--- config.mk ---
export PLATFORM = sky130hd
export DESIGN_NAME = rfg_axis_io_arbiter
export DESIGN_NICKNAME = d
export VERILOG_FILES = /design/src/rtl/rfg_axis_pkg.sv /design/src/rtl/rfg_rr_arbiter.sv /design/src/rtl/rfg_axis_io_arbiter.sv
export SDC_FILE = /design/constraint.sdc
export NUM_CORES = 1
export LEC_CHECK = 0
export BUFFER_PORTS_ARGS = -buffer_cell sky130_fd_sc_hd__clkbuf_2
export CAP_MARGIN = 20
export CORE_MARGIN = 2
export CORE_UTILIZATION = 50
export CTS_CLUSTER_DIAMETER = 50
export DETAILED_ROUTE_END_ITERATION = 10
export PLACE_DENSITY = 0.83
export SYNTH_ARGS = -nofsm -noshare
export SYNTH_HDL_FRONTEND = slang
export SYNTH_SLANG_ARGS = --single-unit
--- constraint.sdc ---
create_clock -name aclk -period 6.5 [get_ports aclk]
set_clock_uncertainty 0.05 [all_clocks]
set_input_delay 0.325 -clock aclk [delete_from_list [all_inputs] [get_ports aclk]]
set_output_delay 0.325 -clock aclk [all_outputs]
set_load 0.01 [all_outputs]
--- src/rtl/rfg_axis_pkg.sv ---
// Shared types and constants for the RFG AXI-Stream I/O arbiter.
package rfg_axis_pkg;

    localparam int unsigned HEADER_WRITE_BIT = 0;
    localparam int unsigned HEADER_READ_BIT  = 1;

    typedef struct packed {
        logic [3:0] vchannel;
        logic       rsvd;
        logic       address_increment;
        logic       read;
        logic       write;
    } header_t;

    typedef enum logic [2:0] {
        ST_IDLE,
        ST_HDR_ADDR,
        ST_LEN_A,
        ST_LEN_B,
        ST_PAYLOAD
    } arb_state_t;

    function automatic int unsigned idx_width(input int unsigned n);
        return (n > 1) ? $clog2(n) : 1;
    endfunction

endpackage

--- src/rtl/rfg_rr_arbiter.sv ---
// Combinational round-robin pick: first asserted request at or after i_ptr.
module rfg_rr_arbiter
    import rfg_axis_pkg::*;
#(
    parameter int unsigned N_PORTS = 2,
    parameter int unsigned PTR_W   = idx_width(N_PORTS)
) (
    input  logic [N_PORTS-1:0] i_req,
    input  logic [PTR_W-1:0]   i_ptr,
    output logic [N_PORTS-1:0] o_grant_oh,
    output logic [PTR_W-1:0]   o_grant_idx,
    output logic               o_valid
);

    logic [PTR_W-1:0] w_idx;

    always_comb begin
        o_grant_oh  = '0;
        o_grant_idx = '0;
        o_valid     = 1'b0;
        w_idx       = '0;
        for (int unsigned off = 0; off < N_PORTS; off++) begin
            w_idx = PTR_W'((32'(i_ptr) + off) % N_PORTS);
            if (!o_valid && i_req[w_idx]) begin
                o_valid            = 1'b1;
                o_grant_idx        = w_idx;
                o_grant_oh[w_idx]  = 1'b1;
            end
        end
    end

endmodule

--- src/rtl/rfg_axis_io_arbiter.sv ---
// Frame-aware AXI-Stream arbiter from N byte interfaces to the RFG protocol slave,
// with tdest-routed readback. Optional mid-frame timeout: `define RFG_ARB_TIMEOUT_EN.
module rfg_axis_io_arbiter
    import rfg_axis_pkg::*;
#(
    parameter int unsigned N_PORTS        = 2,
    parameter int unsigned ID_WIDTH       = 8,
    parameter int unsigned TIMEOUT_CYCLES = 65535
) (
    input  logic                    aclk,
    input  logic                    aresetn,
    input  logic [N_PORTS*8-1:0]    s_axis_tdata,
    input  logic [N_PORTS-1:0]      s_axis_tvalid,
    output logic [N_PORTS-1:0]      s_axis_tready,
    output logic [7:0]              m_axis_tdata,
    output logic                    m_axis_tvalid,
    input  logic                    m_axis_tready,
    output logic [ID_WIDTH-1:0]     m_axis_tid,
    input  logic [7:0]              s_resp_tdata,
    input  logic                    s_resp_tvalid,
    output logic                    s_resp_tready,
    input  logic                    s_resp_tlast,
    input  logic [ID_WIDTH-1:0]     s_resp_tdest,
    output logic [N_PORTS*8-1:0]    m_resp_tdata,
    output logic [N_PORTS-1:0]      m_resp_tvalid,
    output logic [N_PORTS-1:0]      m_resp_tlast,
    input  logic [N_PORTS-1:0]      m_resp_tready,
    output logic                    frame_error
);

    localparam int unsigned PTR_W = idx_width(N_PORTS);

    arb_state_t          r_state, w_state_nxt;
    logic [PTR_W-1:0]    r_grant, r_rr_ptr;
    logic                r_out_valid;
    logic [7:0]          r_out_data;
    logic [ID_WIDTH-1:0] r_out_tid;
    logic [7:0]          r_len_lo;
    logic [15:0]         r_cnt;
    logic                r_hdr_write;

    logic [N_PORTS-1:0]  w_arb_oh, w_gnt_oh;
    logic [PTR_W-1:0]    w_arb_idx, w_gnt, w_ptr_nxt;
    logic                w_arb_valid, w_slot_free, w_req_valid, w_accept, w_abort;
    logic [7:0]          w_byte;

    rfg_rr_arbiter #(
        .N_PORTS (N_PORTS),
        .PTR_W   (PTR_W)
    ) u_rr (
        .i_req       (s_axis_tvalid),
        .i_ptr       (r_rr_ptr),
        .o_grant_oh  (w_arb_oh),
        .o_grant_idx (w_arb_idx),
        .o_valid     (w_arb_valid)
    );

    // In IDLE the fresh round-robin pick is the grant; mid-frame it is frozen.
    assign w_gnt       = (r_state == ST_IDLE) ? w_arb_idx : r_grant;
    assign w_gnt_oh    = (r_state == ST_IDLE) ? w_arb_oh
                                              : ({{(N_PORTS-1){1'b0}}, 1'b1} << r_grant);
    assign w_slot_free = aresetn && (!r_out_valid || m_axis_tready);
    assign w_req_valid = |(s_axis_tvalid & w_gnt_oh);
    assign w_accept    = w_req_valid && w_slot_free;
    assign w_byte      = s_axis_tdata[{w_gnt, 3'b000} +: 8];
    assign w_ptr_nxt   = (w_arb_idx == PTR_W'(N_PORTS - 1)) ? '0 : w_arb_idx + 1'b1;

    assign s_axis_tready = w_slot_free ? w_gnt_oh : '0;
    assign m_axis_tvalid = r_out_valid;
    assign m_axis_tdata  = r_out_data;
    assign m_axis_tid    = r_out_tid;

`ifdef RFG_ARB_TIMEOUT_EN
    logic [31:0] r_idle_cnt;
    logic        r_frame_error;

    assign w_abort     = (r_state != ST_IDLE) && !w_accept
                         && (r_idle_cnt >= 32'(TIMEOUT_CYCLES - 1));
    assign frame_error = r_frame_error;

    always_ff @(posedge aclk or negedge aresetn) begin
        if (!aresetn) begin
            r_idle_cnt    <= '0;
            r_frame_error <= 1'b0;
        end else begin
            r_frame_error <= w_abort;
            if (r_state == ST_IDLE || w_accept || w_abort)
                r_idle_cnt <= '0;
            else
                r_idle_cnt <= r_idle_cnt + 32'd1;
        end
    end
`else
    assign w_abort     = 1'b0;
    assign frame_error = 1'b0;
`endif

    always_comb begin
        w_state_nxt = r_state;
        if (w_accept) begin
            case (r_state)
                ST_IDLE:
                    if (w_byte[HEADER_WRITE_BIT] || w_byte[HEADER_READ_BIT])
                        w_state_nxt = ST_HDR_ADDR;
                ST_HDR_ADDR: w_state_nxt = ST_LEN_A;
                ST_LEN_A:    w_state_nxt = ST_LEN_B;
                ST_LEN_B:
                    w_state_nxt = (r_hdr_write && ({w_byte, r_len_lo} != 16'd0))
                                  ? ST_PAYLOAD : ST_IDLE;
                ST_PAYLOAD:
                    if (r_cnt == 16'd1) w_state_nxt = ST_IDLE;
                default:     w_state_nxt = ST_IDLE;
            endcase
        end
        if (w_abort) w_state_nxt = ST_IDLE;
    end

    always_ff @(posedge aclk or negedge aresetn) begin
        if (!aresetn) r_state <= ST_IDLE;
        else          r_state <= w_state_nxt;
    end

    always_ff @(posedge aclk or negedge aresetn) begin
        if (!aresetn) begin
            r_grant     <= '0;
            r_rr_ptr    <= '0;
            r_out_valid <= 1'b0;
            r_out_data  <= '0;
            r_out_tid   <= '0;
            r_len_lo    <= '0;
            r_cnt       <= '0;
            r_hdr_write <= 1'b0;
        end else begin
            if (w_slot_free) begin
                r_out_valid <= w_accept;
                if (w_accept) begin
                    r_out_data <= w_byte;
                    r_out_tid  <= ID_WIDTH'(w_gnt);
                end
            end
            if (w_accept) begin
                case (r_state)
                    ST_IDLE: begin
                        r_grant     <= w_arb_idx;
                        r_rr_ptr    <= w_ptr_nxt;
                        r_hdr_write <= w_byte[HEADER_WRITE_BIT];
                    end
                    ST_LEN_A:   r_len_lo <= w_byte;
                    ST_LEN_B:   r_cnt    <= {w_byte, r_len_lo};
                    ST_PAYLOAD: r_cnt    <= r_cnt - 16'd1;
                    default: ;
                endcase
            end
        end
    end

    // Readback is a pure combinational demux; out-of-range tdest is swallowed.
    logic [PTR_W-1:0] w_sel;
    logic             w_resp_in_range;

    assign w_sel           = s_resp_tdest[PTR_W-1:0];
    assign w_resp_in_range = (s_resp_tdest < ID_WIDTH'(N_PORTS));

    always_comb begin
        m_resp_tvalid = '0;
        m_resp_tlast  = '0;
        m_resp_tdata  = '0;
        s_resp_tready = 1'b1;
        if (w_resp_in_range) begin
            m_resp_tvalid[w_sel]              = s_resp_tvalid;
            m_resp_tlast[w_sel]               = s_resp_tlast;
            m_resp_tdata[{w_sel, 3'b000} +: 8] = s_resp_tdata;
            s_resp_tready                     = m_resp_tready[w_sel];
        end
    end

endmodule

-- After elaboration in Yosys (flattened, before gate mapping)
Index checks and enable logic that the tools add are counted.
- register bits: 40
- input port bits: 41
- output and inout bits: 41
- logic and storage cells: 86
- add/sub/neg operators: 4
- $lt $le $gt $ge: 7
- equal/unequal tests: 7
- shift-type cells: 4
- multiplexer cells: 30
- bitwise logic cells: 5
- reductions and logical operators: 20
- operators by type and width (operator ; count):
    16-bit one-hot mux with 2 select lines ; 1
    16-bit bitwise AND ; 1
    16-bit by 1-bit == test with 1-bit output, second input constant ; 1
    16-bit two-way mux ; 1
    16-bit nonzero test ; 1
    8-bit by 6-bit variable shift with 16-bit output, first input constant ; 1
    16-bit by 5-bit variable part select with 8-bit output ; 1
    8-bit by 6-bit variable part select with 16-bit output ; 1
    16-bit by 1-bit subtractor with 16-bit output, second input constant ; 1
    1-bit two-way mux ; 15
    3-bit one-hot mux with 5 select lines ; 1
    2-bit two-way mux ; 6
    3-bit two-way mux ; 3
    8-bit by 2-bit less-than comparator with 1-bit output, second input constant ; 1
    2-bit AND reduction ; 4
    1-bit logical AND ; 7
    2-bit bitwise AND ; 3
    3-bit by 2-bit == test with 1-bit output, second input constant ; 2
    1-bit by 2-bit less-than comparator with 1-bit output, second input constant ; 3
    4-bit negator with 6-bit output ; 1
    1-bit demux with 1-bit select ; 3
    3-bit by 1-bit == test with 1-bit output, second input constant ; 1
    3-bit == test, second input constant ; 1
    1-bit greater-or-equal comparator, second input constant ; 3
    other kinds (11) ; 14

-- Depth between registers and ports, before layout
Gate-level depths: netlist (run 1).
- depth after elaboration: 12
- mapped depth: 8
- mapped depth without buffers: 7

-- By module
Synthesis (run 1) repeated with hierarchy kept, for this count alone.
- cells, all modules: 283
- area, all modules: 2489.9 µm²
- modules (own cells, without submodules) (module ; instances ; cells each ; area each (µm²) ; seq. area each (µm²)):
    rfg_axis_io_arbiter ; 1 ; 278 ; 2457.4 ; 975.9
    rfg_rr_arbiter ; 1 ; 5 ; 32.5 ; 0.0

-- Worst setup path after synthesis (run 1)
Ideal clock, no wire load.
- kind: register to register
- start point: register r_cnt[10]
- end point: register r_cnt[15]
- library setup time: 0.066 ns
- data arrival time: 2.046 ns
- required time: 6.384 ns
- slack: 4.338 ns
- stages on the path, launching flop included: 7
- path buffers: 1
- clock period less this slack: 2.162 ns
- path through: dfrtp_1 -> or4_4 -> buf_6 -> or4_4 -> or3_4 -> o22ai_2 -> a22o_1
- word-level cells in the longest chain between the ends: 2
- ends and longest elaborated chain (element ; RTL line ; RTL):
    from (decl) ; rfg_axis_io_arbiter.sv:39 ; logic [15:0] r_cnt;
    from (signal assigned) ; rfg_axis_io_arbiter.sv:149 ; ST_LEN_B: r_cnt <= {w_byte, r_len_lo};
    from (signal assigned) ; rfg_axis_io_arbiter.sv:150 ; ST_PAYLOAD: r_cnt <= r_cnt - 16'd1;
    16-bit by 1-bit subtractor with 16-bit output ; rfg_axis_io_arbiter.sv:150 ;
    16-bit one-hot mux with 2 select lines ; rfg_axis_io_arbiter.sv:142 ; case (r_state)
No other way between the ends.
A chain may end at the register's enable or synchronous reset.

-- Worst setup path after layout (run 1)
- start point: register r_state[1]
- end point: register r_cnt[12]
- word-level cells in the longest chain between the ends: 6
- elaborated cells on any way between the ends: 12
- those cells by class: eq/ne (2); shift (1); mux (3); bitwise (1); reduce/logical (5)
- ends and longest elaborated chain (element ; RTL line ; RTL):
    from (decl) ; rfg_axis_io_arbiter.sv:33 ; arb_state_t r_state, w_state_nxt;
    from (signal assigned) ; rfg_axis_io_arbiter.sv:120 ; else r_state <= w_state_nxt;
    branches (longest 6 deep; another with 16-bit by 5-bit variable part select with 8-bit output) ; - ;
Parallel ways; which one is timed is not known.

==> results of run 1 <==
## area by class of cell
cell class	count	area (µm²)
fill	398	1770
inverter	8	30.0
tap	54	67.6
multi-input combinational	218	1290
clock buffer	5	68.8
timing repair buffer	78	423
clock inverter	3	67.6
sequential	39	976
## per-layer routing
| metal | up-vias | wire [µm] | global-route usage, % | share of wire (%) |
|---|---|---|---|---|
| li1 | 1158 | - | - | - |
| met3 | 11 | 461 | 3.70 | 7.6 |
| met1 | 1086 | 2570 | 33.1 | 42 |
| met4 | 0 | 91 | 8.69 | 1.5 |
| met5 | - | 0 | 0 | 0 |
| met2 | 108 | 2950 | 39.5 | 49 |
## report_power, final
| part | switching [mW] | internal [mW] |
|---|---|---|
| logic | 0.161 | 0.124 |
| clock network | 0.0904 | 0.153 |
| registers | 0.0571 | 0.309 |
| total | 0.308 | 0.586 |
## logic make-up after synthesis
logic type,share of synthesized area (%)
AND/OR/NAND/NOR,24.0
AO/OA/AOI/OAI,21.8
flip-flops,40.4
buffers and inverters,7.15
multiplexers,5.44
adder cells (fa/ha/maj),1.04
other,0.155
## layout by cell type (no fill, tap or decap), drive strengths merged, types with 3 or more instances in the layout
| cell type | Yosys | final |
|---|---|---|
| inv | 8 | 8 |
| mux2i | 12 | 12 |
| o21ai | 43 | 43 |
| a21oi | 14 | 14 |
| o211ai | 3 | 3 |
| and3 | 11 | 11 |
| buf | 13 | 3 |
| dfrtp | 39 | 39 |
| nor4 | 9 | 9 |
| clkbuf | 13 | 79 |
| a22o | 3 | 3 |
| nor2 | 19 | 19 |
| and2 | 11 | 11 |
| or4 | 3 | 3 |
| nor3 | 8 | 8 |
| or3 | 4 | 4 |
| nand2 | 31 | 31 |
| nand4 | 3 | 3 |
| a32o | 3 | 3 |
| conb | 1 | 8 |
## worst max-delay path, stage by stage (launching register included)
cell	delay (ns)
dfrtp_1	0.48
or3b_1	0.73
a221oi_1	0.40
and2_1	0.52
o21ai_0	0.22
a22o_1	0.28
## flip-flops by register name (all words and copies together), names as in the netlist
signal and cells:
m_axis_tdata 8, r_cnt 16, r_state 3, r_rr_ptr 1, r_len_lo 8, r_hdr_write 1
m_axis_tvalid 1, r_grant 1
## what timing repair did
item	CTS	global route
setup endpoints to repair	0	0
hold endpoints to repair	0	15
hold buffers	0	1
## worst paths after layout
path,to,slack [ns],cells after the start
worst max-delay path,r_cnt[12]$_DFFE_PN0P_,3.72,5
worst min-delay path,r_len_lo[4]$_DFFE_PN0P_,0.36,3
worst max register to register,r_cnt[12]$_DFFE_PN0P_,3.72,5
worst min register to register,m_axis_tdata[6]$_DFFE_PN0P_,0.44,2
max in group asynchronous,r_len_lo[6]$_DFFE_PN0P_,5.44,3
min in group asynchronous,r_cnt[3]$_DFFE_PN0P_,0.48,2
==> results.yml, run 1 <==
outcome:
  outcome: "completed"
global_routing:
  grt_usage_pct: 24.4
  grt_pass1_vias: 2176
  antenna_found_initial: 0
  overflow: 0
  grt_max_degree: 42
  grt_pass1_wl_um: 10100
place:
  post_dp_cell_area_um2: 2750
  place_inst: 394
  place_ws_ns: 3.46
  port_buffers: 73
  post-dp-hpwl_um: 4570
  gp_congestion: 0.850
synth:
  synth_top_area_cell: "dfrtp_1"
  yosysTopAreaCellShare_pct: 40.4
  synth_most_common_cell: "o21ai_0"
  synth-edff-count: 0
  yosysSeqAreaShare_pct: 40.4
  synth-seq-cells: 39
  syn_inst: 284
  yosys-top-cells-count: "40 x o21ai_0, 39 x dfrtp_1, 31 x nand2_1"
  syn_avg_cell_area_um2: 8.51
  synth_ff_type: "dfrtp_1"
  synthArstFlopShare_pct: 100
  ys_warn_count: 0
  yosys-top-cells-area: "dfrtp_1 40%, o21ai_0 8.3%, mux2i_1 5.0%, nand2_1 4.8%, nor2_1 3.0%"
  ys_types: 50
  syn_area_um2: 2420
timing:
  max_slew_margin_pct: 50.9
  holdWs_ns: 0.358
  period_minus_slack_ns: 2.78
  finalMaxSlewViolations: 0
  fmax_ghz: 0.360
  hold_viol_final: 0
  rsz0062_at_grt: "false"
  setup_viol: 0
  period_share_pct: 42.7
  finalSetupTns_ns: 0
  fin_ws_ns: 3.72
  tightestPinTransition_ns: 0.737
min_path:
  hold_path_class: "primary input to flip-flop"
  min-delay-start: "s_axis_tdata[12]"
worst_setup_path:
  required_ns: 6.64
  crit_start: "r_state[1]$_DFFE_PN0P_"
  endpoint_kind: "flip-flop"
  critical_path_arrival_ns: 2.92
  critPathMaxFanout: 24
  reg2reg_from: "r_state[1]$_DFFE_PN0P_"
  path_class: "flip-flop to flip-flop"
  startpoint_type: "flip-flop"
clock_tree:
  postCtsSetupRepairBufs: 0
  htreeDepth: 2
  cts-buffers-inserted: 5
  cts_sinks: 39
  cts_tree: "done"
  clk_pin_slew_ns: 0.08
  cts-root-buf: "clkbuf_8"
  post_cts_resized: 0
  worst_skew_pair.late_latency_ns: 0.30
  clock_path_buffers: 2
finish:
  drive_above_1_share_pct: 25.9
  layout.cells.non_filler: 405
  fin_area_um2: 2930
  antenna_cells: 0
  syn2layout_area_growth_pct: 21.1
  utilization_pct: 62.4
  final_nets: 393
floorplanning:
  dieArea_um2: 5400
  fp.dieH_um: 73.5
  die_w_um: 73.5
  core_um2: 4690
  pin_count: 82
  rows: 25
  start_util_pct: 51.5
pwr:
  p_per_area_nw_per_um2: 306
  ir_drop_mv: 0.231
  finalPower_mw: 0.894
  leakage_nw: 1.42
detailed_routing:
  viasPerCell: 5.83
  post_drt_wl_per_cell_um: 15.0
  wl_um: 6070
  remaining_drc_errors: 0
  ant_nets: 0
  vias: 2363
  dr.pass1.iters: 4
  drtIter0Drc: 212
run:
  drv_cap: 0
Note: power is estimated with default switching activity, not from simulation.
==> run 2: changes to the inputs <==
--- a/config.mk
+++ b/config.mk
@@ -8,10 +8,10 @@
 export BUFFER_PORTS_ARGS = -buffer_cell sky130_fd_sc_hd__clkbuf_2
 export CAP_MARGIN = 20
 export CORE_MARGIN = 2
-export CORE_UTILIZATION = 50
+export CORE_UTILIZATION = 46
 export CTS_CLUSTER_DIAMETER = 50
 export DETAILED_ROUTE_END_ITERATION = 10
-export PLACE_DENSITY = 0.83
+export PLACE_DENSITY = 0.8
 export SYNTH_ARGS = -nofsm -noshare
 export SYNTH_HDL_FRONTEND = slang
 export SYNTH_SLANG_ARGS = --single-unit
==> constraint.sdc (replaced) <==
create_clock -name aclk -period 2.5 [get_ports aclk]
set_clock_uncertainty 0.05 [all_clocks]
set_input_delay 0.125 -clock aclk [delete_from_list [all_inputs] [get_ports aclk]]
set_output_delay 0.125 -clock aclk [all_outputs]
set_load 0.01 [all_outputs]
==> run 2 against run 1 <==
Compared with the run above: combinational power rose to 2.7 times the previous value; highest routed layer unchanged; first-iteration DRC count down 2.4%; power increased by 150%; cell area rose by 0.90%; largest power group unchanged; clock power increased by 97%; cell count is 5.9% higher; clock-buffer cell count up 3; utilization decreased by 4.2 points.
==> results.yml, run 2 (synthesis gave the netlist of run 1 again) <==
worst_setup_path:
  critPathMaxFanout: 6
  endpoint_kind: "flip-flop"
  max_stage_delay_ns: 0.58
  path_cells: "inv_1 -> ha_1 -> or4b_1 -> nor3_1 -> nand2b_1 -> o221ai_1"
  r2r_setup_slack_ns: 0.20
  path_class: "flip-flop to flip-flop"
  path_delay_family: "simple AND/OR/NAND/NOR gates"
  startpoint_type: "flip-flop"
  critical_path_arrival_ns: 2.46
  r2r_cells: 6
  required_ns: 2.65
  cp_num_buf_inv: 1
  reg2reg_from: "r_cnt[0]$_DFFE_PN0P_"
  worst_path_max_delay_cell: "or4b_1"
  worstReg2RegEnd: "r_cnt[14]$_DFFE_PN0P_"
timing:
  setup_viol: 0
  max_slew_margin_pct: 66.6
  period_minus_slack_ns: 2.30
  rsz0062_at_grt: "false"
  period_share_pct: 92.2
  fin_ws_ns: 0.195
  hold_viol_final: 0
  tightestPinTransition_ns: 0.497
  finalMaxSlewViolations: 0
  finalSetupTns_ns: 0
  fmax_ghz: 0.434
finish:
  drive_above_1_share_pct: 27.3
  final_cell_mix: "73 x clkbuf_2, 40 x o21ai_0, 39 x dfrtp_1"
  fin_area_um2: 2950
  final_nets: 401
  n_fill_cell: 463
  utilization_pct: 58.2
  antenna_cells: 0
  final_common_cell: "clkbuf_2"
  largest-register: "r_cnt"
  largest_reg_flops: 16
  syn2layout_area_growth_pct: 22.2
floorplanning:
  dieArea_um2: 5850
  die_w_um: 76.5
  rows: 26
  start_util_pct: 47.6
  fp.dieH_um: 76.5
  core_um2: 5070
  pin_count: 82
global_routing:
  grt_usage_pct: 23.0
  antenna_found_initial: 0
  overflow: 0
  grt_max_degree: 28
  grt_pass1_vias: 2346
  grt_pass1_wl_um: 10800
clock_tree:
  htreeDepth: 2
  cts-buffers-inserted: 5
  worst_skew_pair.late_latency_ns: 0.31
  cts-root-buf: "clkbuf_8"
  clock_path_buffers: 2
  cts_tree: "done"
  cts_sinks: 39
  post_cts_resized: 0
  clk_pin_slew_ns: 0.08
pwr:
  netSwitchingPower_mw: 0.811
  p_clk_share_pct: 21.8
  p_per_area_nw_per_um2: 745
  ir_drop_mv: 0.520
  combinationalPowerShare_pct: 34.7
  leakage_nw: 1.44
  p_int_mw: 1.39
  switching_share_pct: 36.9
  p_seq_share_pct: 43.5
  finalPower_mw: 2.20
detailed_routing:
  viasPerCell: 5.78
  post_drt_wl_per_cell_um: 15.4
  ant_nets: 0
  remaining_drc_errors: 0
  dr.pass1.iters: 5
  vias: 2481
  wl_um: 6610
  drtIter0Drc: 207
min_path:
  min-delay-start: "s_axis_tdata[11]"
  min_to: "r_len_lo[3]$_DFFE_PN0P_"
  min_path_cells: 3
  hold_path_class: "primary input to flip-flop"
place:
  place_ws_ns: 0.246
  post-dp-hpwl_um: 4870
  port_buffers: 73
  post_dp_cell_area_um2: 2840
  gp_congestion: 0.899
outcome:
  outcome: "completed"
run:
  drv_cap: 0
-- run 2: cell types whose count changed in the layout (fill, tap and decap cells not counted), sizes merged --
cell / delta
buf: +9
bufinv: -2
clkbuf: +2
clkinvlp: -1
-- run 2: how the worst max path moves through the flow --
| stage | from | to | cells past startpoint |
|---|---|---|---|
| after global routing | r_cnt[0]$_DFFE_PN0P_ | r_cnt[10]$_DFFE_PN0P_ | 6 |
| final | r_cnt[0]$_DFFE_PN0P_ | r_cnt[14]$_DFFE_PN0P_ | 6 |
| after global placement | r_cnt[0]$_DFFE_PN0P_ | r_cnt[10]$_DFFE_PN0P_ | 6 |
| after detailed placement | r_cnt[0]$_DFFE_PN0P_ | r_cnt[10]$_DFFE_PN0P_ | 6 |
| after floorplan | r_cnt[10]$_DFFE_PN0P_ | r_cnt[15]$_DFFE_PN0P_ | 6 |
| after CTS | r_cnt[0]$_DFFE_PN0P_ | r_cnt[14]$_DFFE_PN0P_ | 6 |
-- run 2: per-stage QoR --
stage	instances	hold WS, ns
global placement	420	0.00920
global route	429	0.186
CTS	429	0.160
floorplan	291	-0.221
detailed placement	420	0.00933
finish	429	0.162
-- run 2: power by group through the flow --
| stage | clock [mW] | combinational, mW | sequential (mW) |
|---|---|---|---|
| 2_1_floorplan | 0 | 0.538 | 0.949 |
| 3_3_place_gp | 0 | 0.723 | 0.955 |
| 3_5_place_dp | 0 | 0.749 | 0.962 |
| 4_1_cts | 0.477 | 0.757 | 0.954 |
| 5_1_grt | 0.513 | 0.841 | 0.976 |
| 6_report | 0.479 | 0.763 | 0.957 |
-- run 2: repair_timing --
action | 4_1_cts | 5_1_grt
buffers inserted | 0 | 0
hold buffers | 1 | 0
hold endpoints to repair | 12 | 0
-- run 2: layout make-up --
type | instances | area (µm²) | area share (%)
inverter | 8 | 30.0 | 1.02
multi-input combinational | 218 | 1290 | 43.8
sequential | 39 | 976 | 33.1
clock buffer | 8 | 100 | 3.39
tap | 70 | 87.6 | 2.97
timing repair buffer | 86 | 465 | 15.8
-- run 2: worst reg2reg max path: stages (launching register included) --
cell and delay (ns):
dfrtp_1 0.44, inv_1 0.12, ha_1 0.22, or4b_1 0.58, nor3_1 0.44, nand2b_1 0.13
o221ai_1 0.22
-- run 2: layer usage --
layer,vias up,share of wire [%],GRT usage [%]
met1,1193,41,29.1
met3,20,6.4,4.62
met5,-,0,0
met2,105,50,38.7
li1,1163,-,-
met4,0,2.8,9.27
==> run 3: changes to the inputs <==
==> constraint.sdc (replaced) <==
create_clock -name aclk -period 2.5 [get_ports aclk]
set_clock_uncertainty 0.05 [all_clocks]
set_input_delay 0 -clock aclk [delete_from_list [all_inputs] [get_ports aclk]]
set_output_delay 0 -clock aclk [all_outputs]
set_load 0.01 [all_outputs]
==> run 3 against run 2 <==
Compared with the run above: first-iteration DRC count is 9.2% higher; wire length decreased by 1.2%; critical path type unchanged; clock-buffer cell count is the same; largest power group unchanged; sequential power about the same.
==> results.yml, run 3 (synthesis gave the netlist of run 1 again) <==
outcome:
  outcome: "completed"
run:
  drv_cap: 0
timing:
  hold_viol_final: 0
  period_minus_slack_ns: 2.31
  rsz0062_at_grt: "false"
  fmax_ghz: 0.434
  setup_viol: 0
  finalMaxSlewViolations: 0
  fin_ws_ns: 0.195
  holdWs_ns: 0.0474
  finalSetupTns_ns: 0
  period_share_pct: 92.2
finish:
  ff_latch_area_um2: 976
  final_nets: 401
  final_cell_mix: "73 x clkbuf_2, 40 x o21ai_0, 39 x dfrtp_1"
  final_common_cell: "clkbuf_2"
  antenna_cells: 0
  multi_input_area_um2: 1300
  largest_reg_flops: 16
  fin_area_um2: 2960
  n_fill_cell: 471
  syn2layout_area_growth_pct: 22.4
  largest-register: "r_cnt"
  drive_above_1_share_pct: 27.6
global_routing:
  grt_usage_pct: 23.0
  antenna_found_initial: 0
  overflow: 0
  grt_pass1_vias: 2294
  grt_pass1_wl_um: 11000
  grt_max_degree: 28
worst_setup_path:
  critical_path_arrival_ns: 2.44
  startpoint_type: "flip-flop"
  required_ns: 2.64
  r2r_setup_slack_ns: 0.19
  endpoint_kind: "flip-flop"
  cp-endpoint: "r_cnt[11]$_DFFE_PN0P_"
  reg2reg_from: "r_state[1]$_DFFE_PN0P_"
  r2r_cells: 5
  path_class: "flip-flop to flip-flop"
  worstReg2RegEnd: "r_cnt[11]$_DFFE_PN0P_"
  crit_start: "r_state[1]$_DFFE_PN0P_"
  critPathMaxFanout: 11
floorplanning:
  dieArea_um2: 5850
  die_w_um: 76.5
  pin_count: 82
  core_um2: 5070
  fp.dieH_um: 76.5
  start_util_pct: 47.6
  rows: 26
clock_tree:
  clk_pin_slew_ns: 0.08
  cts-buffers-inserted: 5
  clock_path_buffers: 2
  cts_tree: "done"
  worst_skew_pair.late_latency_ns: 0.30
  htreeDepth: 2
  cts_sinks: 39
  cts-root-buf: "clkbuf_8"
  postCtsSetupRepairBufs: 0
detailed_routing:
  wl_met2_um: 3200
  remaining_drc_errors: 0
  viasPerCell: 5.63
  post_drt_wl_per_cell_um: 15.2
  wl_um: 6530
  route.top_layer_used: "met4"
  ant_nets: 0
  dr_wl_met3_um: 374
  dr.pass1.iters: 4
  drtIter0Drc: 226
  vias: 2414
  met1_length_um: 2800
min_path:
  hold_path_class: "primary input to flip-flop"
  min_path_cells: 3
place:
  port_buffers: 73
  post_dp_cell_area_um2: 2840
  place_ws_ns: 0.267
  post-dp-hpwl_um: 4840
  gp_congestion: 0.917
pwr:
  leakage_nw: 1.44
  p_per_area_nw_per_um2: 743
  ir_drop_mv: 0.436
-- run 3: report_power, final --
part | internal [mW] | switching [mW]
sequential | 0.804 | 0.155
clock | 0.252 | 0.219
combinational | 0.334 | 0.433
-- run 3: layer usage --
layer,track usage [%],vias up
li1,-,1167
met1,29.4,1146
met2,38.7,87
met3,4.27,14
met4,8.73,0
met5,0,-
-- run 3: how the worst min path moves through the flow --
stage / from / endpoint / slack, ns
6_report: s_axis_tdata[14] / r_len_lo[6]$_DFFE_PN0P_ / 0.05
5_1_grt: s_axis_tvalid[1] / r_grant$_DFFE_PN0P_ / 0.06
4_1_cts: s_axis_tdata[11] / r_len_lo[3]$_DFFE_PN0P_ / 0.04
3_5_place_dp: aresetn / m_axis_tvalid$_DFFE_PN0P_ / -0.11
3_3_place_gp: aresetn / m_axis_tvalid$_DFFE_PN0P_ / -0.11
2_1_floorplan: aresetn / m_axis_tdata[0]$_DFFE_PN0P_ / -0.35
-- run 3: final cells by class --
cell class | count | share of cell area [%]
Clock buffer | 8 | 3.38
Inverter | 8 | 1.02
Multi-Input combinational cell | 218 | 43.9
Sequential cell | 39 | 33.0
Tap cell | 70 | 2.96
Timing Repair Buffer | 86 | 15.7
-- run 3: critical path, cell delays in order, from the launching register on --
cell and delay (ns):
dfrtp_1 0.49, nor4b_1 0.47, o32a_1 0.30, and2_1 0.44, o21ai_0 0.20, a32o_1 0.24
-- run 3: metrics by stage --
| step | total power [mW] | std cells | util (%) |
|---|---|---|---|
| after floorplan | 1.49 | 291 | - |
| after global placement | 1.68 | 420 | 56.0 |
| after detailed placement | 1.71 | 420 | 56.0 |
| after CTS | 2.19 | 429 | 58.2 |
| after global routing | 2.34 | 429 | 58.3 |
| final | 2.20 | 429 | 58.3 |
-- run 3: repair_timing --
action,4_1_cts,5_1_grt
gates resized for setup,0,1
setup endpoints to repair,0,2
endpoints found under the hold margin,12,0
hold buffers,1,0
